`config.mk`:
```
export PLATFORM = sky130hd
export DESIGN_NAME = monitor_wl_rx
export DESIGN_NICKNAME = d
export VERILOG_FILES = /design/src/rtl/monitor_wl_rx.sv
export SDC_FILE = /design/constraint.sdc
export NUM_CORES = 1
export LEC_CHECK = 0
export ABC_AREA = 1
export CORE_MARGIN = 2
export CORE_UTILIZATION = 50
export DETAILED_ROUTE_END_ITERATION = 16
export PLACE_DENSITY_LB_ADDON = 0.12
export SLEW_MARGIN = 20
export SYNTH_ARGS = -nofsm -noshare
export SYNTH_HDL_FRONTEND = slang
export SYNTH_SLANG_ARGS = --single-unit
```
`constraint.sdc`:
```
create_clock -name clk -period 9.3 [get_ports clk]
set_clock_uncertainty 0.2 [all_clocks]
set_input_delay 1.86 -clock clk [delete_from_list [all_inputs] [get_ports clk]]
set_output_delay 1.86 -clock clk [all_outputs]
set_load 0.01 [all_outputs]
```
`src/rtl/monitor_wl_rx.sv`:
```
// Monitor write-line receiver: debounced single-strobe capture of mwl into a 4-deep FWFT FIFO.
// Optional feature macro: MONITOR_WL_RX_TIMESTAMP_EN adds a per-word 16-bit cycle timestamp (out_ts).
module monitor_wl_rx (
    input  logic        clk,
    input  logic        rst,
    input  logic [15:0] mwl,
    input  logic [5:0]  mw_str,
    input  logic [5:0]  src_en,
    output logic        out_valid,
    input  logic        out_ready,
    output logic [15:0] out_data,
    output logic [2:0]  out_src,
    output logic        ovf,
    input  logic        ovf_clr,
`ifdef MONITOR_WL_RX_TIMESTAMP_EN
    output logic [15:0] out_ts,
`endif
    output logic [7:0]  drop_cnt
);

    localparam int unsigned DATA_W = 16;
    localparam int unsigned SRC_N  = 6;
    localparam int unsigned IDX_W  = 3;
    localparam int unsigned DEPTH  = 4;
    localparam int unsigned CNT_W  = 3;
    localparam int unsigned DROP_W = 8;

    typedef enum logic [1:0] {
        ST_IDLE,
        ST_ARM,
        ST_HOLD
    } state_t;

    state_t              r_state;
    state_t              w_state_nxt;
    logic [IDX_W-1:0]    r_k;
    logic [IDX_W-1:0]    w_k_nxt;

    logic [SRC_N-1:0]    w_s;
    logic                w_any;
    logic                w_multi;
    logic [IDX_W-1:0]    w_idx;
    logic                w_capture;
    logic                w_multi_drop;

    logic [DATA_W-1:0]   r_data [DEPTH];
    logic [IDX_W-1:0]    r_src  [DEPTH];
    logic [CNT_W-1:0]    r_cnt;
    logic                r_valid;
    logic                r_ovf;
    logic [DROP_W-1:0]   r_drop;

    logic                w_full;
    logic                w_pop;
    logic                w_push;
    logic                w_drop;
    logic [CNT_W-1:0]    w_wr_idx;
    logic [CNT_W-1:0]    w_cnt_nxt;

    // Effective strobes, multi-bit detect and index encode
    always_comb begin
        w_s     = mw_str & src_en;
        w_any   = |w_s;
        w_multi = |(w_s & (w_s - SRC_N'(1)));
        w_idx   = '0;
        for (int i = 0; i < int'(SRC_N); i++) begin
            if (w_s[i]) begin
                w_idx = IDX_W'(i);
            end
        end
    end

    always_ff @(posedge clk) begin
        if (rst) begin
            r_state <= ST_IDLE;
            r_k     <= '0;
        end else begin
            r_state <= w_state_nxt;
            r_k     <= w_k_nxt;
        end
    end

    // A strobe must be seen alone for two consecutive cycles to capture
    always_comb begin
        w_state_nxt  = r_state;
        w_k_nxt      = r_k;
        w_capture    = 1'b0;
        w_multi_drop = 1'b0;
        case (r_state)
            ST_IDLE: begin
                if (w_multi) begin
                    w_state_nxt  = ST_HOLD;
                    w_multi_drop = 1'b1;
                end else if (w_any) begin
                    w_state_nxt = ST_ARM;
                    w_k_nxt     = w_idx;
                end
            end
            ST_ARM: begin
                if (w_s == (SRC_N'(1) << r_k)) begin
                    w_capture   = 1'b1;
                    w_state_nxt = ST_HOLD;
                end else begin
                    w_state_nxt = ST_IDLE;
                end
            end
            ST_HOLD: begin
                if (!w_any) begin
                    w_state_nxt = ST_IDLE;
                end
            end
            default: w_state_nxt = ST_IDLE;
        endcase
    end

    always_comb begin
        w_full    = (r_cnt == CNT_W'(DEPTH));
        w_pop     = r_valid & out_ready;
        w_push    = w_capture & (~w_full | w_pop);
        w_drop    = (w_capture & w_full & ~w_pop) | w_multi_drop;
        w_wr_idx  = r_cnt - CNT_W'(w_pop);
        w_cnt_nxt = r_cnt + CNT_W'(w_push) - CNT_W'(w_pop);
    end

    // Shift-register FIFO: entry 0 is always the head, so outputs come straight from flops
    always_ff @(posedge clk) begin
        if (rst) begin
            for (int i = 0; i < int'(DEPTH); i++) begin
                r_data[i] <= '0;
                r_src[i]  <= '0;
            end
            r_cnt   <= '0;
            r_valid <= 1'b0;
        end else begin
            for (int i = 0; i < int'(DEPTH); i++) begin
                if (w_pop && (i < int'(DEPTH) - 1)) begin
                    r_data[i] <= r_data[i+1];
                    r_src[i]  <= r_src[i+1];
                end
                if (w_push && (w_wr_idx == CNT_W'(i))) begin
                    r_data[i] <= mwl;
                    r_src[i]  <= r_k;
                end
            end
            r_cnt   <= w_cnt_nxt;
            r_valid <= (w_cnt_nxt != '0);
        end
    end

    // Sticky error flag and saturating drop counter; a new drop beats a clear
    always_ff @(posedge clk) begin
        if (rst) begin
            r_ovf  <= 1'b0;
            r_drop <= '0;
        end else if (w_drop) begin
            r_ovf <= 1'b1;
            if (ovf_clr) begin
                r_drop <= DROP_W'(1);
            end else if (r_drop != '1) begin
                r_drop <= r_drop + DROP_W'(1);
            end
        end else if (ovf_clr) begin
            r_ovf  <= 1'b0;
            r_drop <= '0;
        end
    end

`ifdef MONITOR_WL_RX_TIMESTAMP_EN
    logic [DATA_W-1:0] r_ts;
    logic [DATA_W-1:0] r_tsq [DEPTH];

    always_ff @(posedge clk) begin
        if (rst) begin
            r_ts <= '0;
            for (int i = 0; i < int'(DEPTH); i++) begin
                r_tsq[i] <= '0;
            end
        end else begin
            r_ts <= r_ts + DATA_W'(1);
            for (int i = 0; i < int'(DEPTH); i++) begin
                if (w_pop && (i < int'(DEPTH) - 1)) begin
                    r_tsq[i] <= r_tsq[i+1];
                end
                if (w_push && (w_wr_idx == CNT_W'(i))) begin
                    r_tsq[i] <= r_ts;
                end
            end
        end
    end

    assign out_ts = r_tsq[0];
`endif

    assign out_valid = r_valid;
    assign out_data  = r_data[0];
    assign out_src   = r_src[0];
    assign ovf       = r_ovf;
    assign drop_cnt  = r_drop;

endmodule

```
==> metrics.txt <==
# TYPE chip_impl_metric gauge
chip_impl_info{name="result_of_the_run",value="complete, no violations"} 1
chip_impl_metric{name="drt_first_iter_violations",unit=""} 113
chip_impl_metric{name="timing.final.crit_period",unit="ps"} 5160
chip_impl_metric{name="timing.final.setup_violations",unit=""} 0
chip_impl_metric{name="total_global_routing_track_utilization",unit="%"} 18.4
chip_impl_metric{name="power.leakage",unit="uW"} 0.00231
chip_impl_metric{name="post-route-drc-count",unit=""} 0
chip_impl_metric{name="n_antenna_cell",unit=""} 0
chip_impl_info{name="regToRegStartpoint",value="out_valid"} 1
chip_impl_metric{name="cell_internal_pwr",unit="uW"} 702
chip_impl_metric{name="core.rowCount",unit=""} 35
chip_impl_metric{name="chipWidth",unit="um"} 101
chip_impl_metric{name="netlist-cell-type-count",unit=""} 25
chip_impl_metric{name="cts-htree-levels",unit=""} 3
chip_impl_info{name="layout.cells.most_common_list",value="nand2_1, edfxtp_1, nand3_1"} 1
chip_impl_metric{name="cts_made_buffers",unit=""} 9
chip_impl_info{name="grt_setup_unrepaired",value="no"} 1
chip_impl_metric{name="finalHoldViolations",unit=""} 0
chip_impl_metric{name="report.final.slew_viol_count",unit=""} 0
chip_impl_metric{name="cts_stage_hold_buffer_count",unit=""} 0
chip_impl_info{name="cp-end-kind",value="flip-flop"} 1
chip_impl_metric{name="timing.critical_path.fanout_max",unit=""} 39
chip_impl_metric{name="layout_nets",unit=""} 585
chip_impl_metric{name="floorplan.io_pins",unit=""} 61
chip_impl_info{name="timing_worst_setup_path_type",value="input port to flip-flop"} 1
chip_impl_info{name="min_path_type",value="flip-flop to flip-flop"} 1
chip_impl_metric{name="core-area",unit="um2"} 9150
chip_impl_metric{name="firstDrtPassIters",unit=""} 4
chip_impl_metric{name="route.detailed.wl_per_inst",unit="um"} 13.2
chip_impl_metric{name="final_layout_size_suffix_gt1_share",unit="%"} 4.71
chip_impl_metric{name="postLayoutCoreUtil",unit="%"} 58.4
chip_impl_metric{name="die_y",unit="um"} 101
chip_impl_metric{name="timing_worst_slew_pin_value",unit="ps"} 1010
chip_impl_metric{name="syn_area",unit="um2"} 4660
chip_impl_metric{name="worst-endpoint-required",unit="ps"} 8920
chip_impl_metric{name="max-vdd-ir-drop",unit="uV"} 75.1
chip_impl_info{name="whs_endpoint",value="ovf"} 1
chip_impl_metric{name="cts.clk_slew.worst_paths",unit="ps"} 90
chip_impl_info{name="crit_path_start_kind",value="input port"} 1
chip_impl_info{name="worst_r2r_endpoint",value="r_data[0][23]"} 1
chip_impl_metric{name="p_switching",unit="uW"} 273
chip_impl_metric{name="clock_sinks",unit=""} 94
chip_impl_metric{name="pwr-share-comb",unit="%"} 18.6
chip_impl_info{name="cts_root_buf",value="clkbuf_8"} 1
chip_impl_metric{name="final.setup.tns",unit="ps"} 0
chip_impl_metric{name="sequential_group_share_of_total_power",unit="%"} 53.6
chip_impl_metric{name="dpl_worst_slack",unit="ps"} 3390
chip_impl_metric{name="grt_pass1_vias",unit=""} 3282
chip_impl_metric{name="data_arrival_time_of_the_worst_path",unit="ps"} 4780
chip_impl_metric{name="synthesis.yosys.warnings",unit=""} 0
chip_impl_metric{name="slew-limit-headroom",unit="%"} 32.2
chip_impl_metric{name="power.density_cell_area",unit="nW/um2"} 183
chip_impl_metric{name="cts_max_path_buffers",unit=""} 2
chip_impl_metric{name="worst-r2r-cell-count",unit=""} 9
chip_impl_metric{name="count_of_max_cap_constraint_violations",unit=""} 0
chip_impl_metric{name="ctsResizeCount",unit=""} 0
chip_impl_metric{name="place.detailed.hpwl",unit="mm"} 5.87
chip_impl_metric{name="final_critical_path_setup_slack",unit="ps"} 4140
chip_impl_metric{name="gpl.final_weighted_congestion",unit=""} 0.801
chip_impl_metric{name="grt_pass1_wl",unit="mm"} 14.7
chip_impl_metric{name="cts_setup_buffers",unit=""} 0
chip_impl_metric{name="post_synthesis_net_count",unit=""} 556
chip_impl_metric{name="worstHoldPathCells",unit=""} 2
chip_impl_info{name="hp-start",value="ovf"} 1
chip_impl_metric{name="synth_seq_area_share",unit="%"} 56.7
chip_impl_metric{name="grt_overflow_total",unit=""} 0
chip_impl_metric{name="multi_input_comb_area",unit="um2"} 1490
chip_impl_metric{name="syn-mean-instance-area",unit="um2"} 9.00
chip_impl_metric{name="synth_enable_flop_cells",unit=""} 76
chip_impl_metric{name="avgViaCountPerCell",unit=""} 5.12
chip_impl_metric{name="post_synthesis_async_set_or_reset_flop_share",unit="%"} 0
chip_impl_metric{name="finalCritPeriodShare",unit="%"} 55.5
chip_impl_metric{name="setup.reg_to_reg.worst_slack",unit="ps"} 5730
chip_impl_info{name="synth_flop_cell",value="edfxtp_1"} 1
chip_impl_metric{name="clock_power_share",unit="%"} 27.8
chip_impl_metric{name="layout.area.seq",unit="um2"} 2640
chip_impl_metric{name="initial_utilization",unit="%"} 50.9
chip_impl_metric{name="netlist_instances",unit=""} 518
chip_impl_metric{name="design.die.area",unit="um2"} 10100
chip_impl_metric{name="placement.io_buffers",unit=""} 60
chip_impl_metric{name="drt_wl_total",unit="mm"} 8.73
chip_impl_metric{name="synth.ff_latch_count",unit=""} 94
chip_impl_metric{name="latest_clock_arrival_within_the_worst_skew_pair",unit="ps"} 350
chip_impl_metric{name="antenna_violations_before_repair",unit=""} 0
chip_impl_metric{name="final_antenna_net_count",unit=""} 0
chip_impl_metric{name="via_count",unit=""} 3397
chip_impl_metric{name="area_growth",unit="%"} 14.6
chip_impl_metric{name="maxClockFrequency",unit="MHz"} 194
chip_impl_info{name="tritoncts_clock_tree",value="done"} 1
chip_impl_metric{name="pin_count_of_the_biggest_net_entering_global_routing",unit=""} 59
chip_impl_metric{name="switching_share",unit="%"} 28.0
chip_impl_info{name="final_common_cell",value="nand2_1"} 1
chip_impl_metric{name="fill_cells",unit=""} 814
## how the worst max path moves through the flow
stage / cells past startpoint / end / start / slack, ps
detailed placement: 6 / r_data[0][46] / rst / 3390
CTS: 6 / r_src[0][7] / rst / 3770
global route: 10 / r_data[0][22] / out_ready / 3830
global placement: 6 / r_data[0][35] / rst / 3510
floorplan: 10 / r_data[0][0] / out_ready / 4980
finish: 10 / r_data[0][23] / out_ready / 4140
## cell usage after synthesis, types with 3 or more instances
| cell | n | area [um2] |
|---|---|---|
| xor2_1 | 3 | 26.3 |
| a21oi_1 | 14 | 70.1 |
| buf_4 | 21 | 158 |
| nand3b_1 | 4 | 30.0 |
| inv_1 | 66 | 248 |
| nand2_1 | 100 | 375 |
| nor3_1 | 5 | 25.0 |
| nand3_1 | 69 | 345 |
| buf_6 | 4 | 45.0 |
| buf_2 | 4 | 20.0 |
| clkbuf_1 | 11 | 41.3 |
| ha_1 | 5 | 62.6 |
| buf_1 | 4 | 15.0 |
| dfxtp_1 | 18 | 360 |
| nand4_1 | 4 | 25.0 |
| o21ai_0 | 24 | 120 |
| o21ai_1 | 38 | 190 |
| edfxtp_1 | 76 | 2280 |
| nor2_1 | 40 | 150 |
## registers in the layout (all words and copies together), names as in the netlist
register / count
r_state: 2
r_cnt: 3
out_valid: 1
ovf: 1
r_k: 3
r_src: 12
r_data: 64
drop_cnt: 8
## stage by stage
stage | area, um2 | power (uW) | hold slack (ps) | std cells
global route | 5340 | 1030 | 351 | 663
CTS | 5340 | 984 | 322 | 663
finish | 5340 | 975 | 320 | 663
global placement | 5140 | 707 | 285 | 647
detailed placement | 5140 | 715 | 294 | 647
floorplan | 4660 | 657 | 314 | 518
## cells by family (layout without fill, tap and decap cells)
logic type | after synthesis | after routing | synth area share (%)
XOR/XNOR | 3 | 3 | 0.564
buffers and inverters | 112 | 146 | 11.5
AO/OA/AOI/OAI | 76 | 76 | 8.16
AND/OR/NAND/NOR | 227 | 227 | 21.3
adder cells (fa/ha/maj) | 6 | 6 | 1.77
flip-flops | 94 | 94 | 56.7
## power groups by stage
stage          logic, uW  clock network [uW]  registers (uW)
2_1_floorplan        129                   0             528
3_3_place_gp         176                   0             531
3_5_place_dp         182                   0             533
4_1_cts              183                 277             523
5_1_grt              206                 293             529
6_report             181                 271             523
## worst max-delay path, stage by stage
cell	delay (ps)
clkdlybuf4s50_1	400
nand2_1	140
inv_1	100
ha_1	190
ha_1	180
or2_2	310
nand2_1	100
nor3_1	60
nand3_2	510
nand3_1	910
## layer usage
layer	vias up	track usage (%)	routed length (um)
li1	1760	-	-
met1	1524	23.3	3950
met2	97	31.3	4160
met3	16	2.64	442
met4	0	8.22	172
met5	-	0	0
## final cells by class
| type | count | share of cell area [%] |
|---|---|---|
| flip-flops and latches | 94 | 49.5 |
| inverters | 68 | 4.78 |
| repair buffers | 62 | 11.5 |
| clock inverters | 7 | 1.34 |
| well taps | 111 | 2.60 |
| multi-input cells | 312 | 28.0 |
| clock buffers | 9 | 2.32 |
Power figures use the tool's default switching activity.
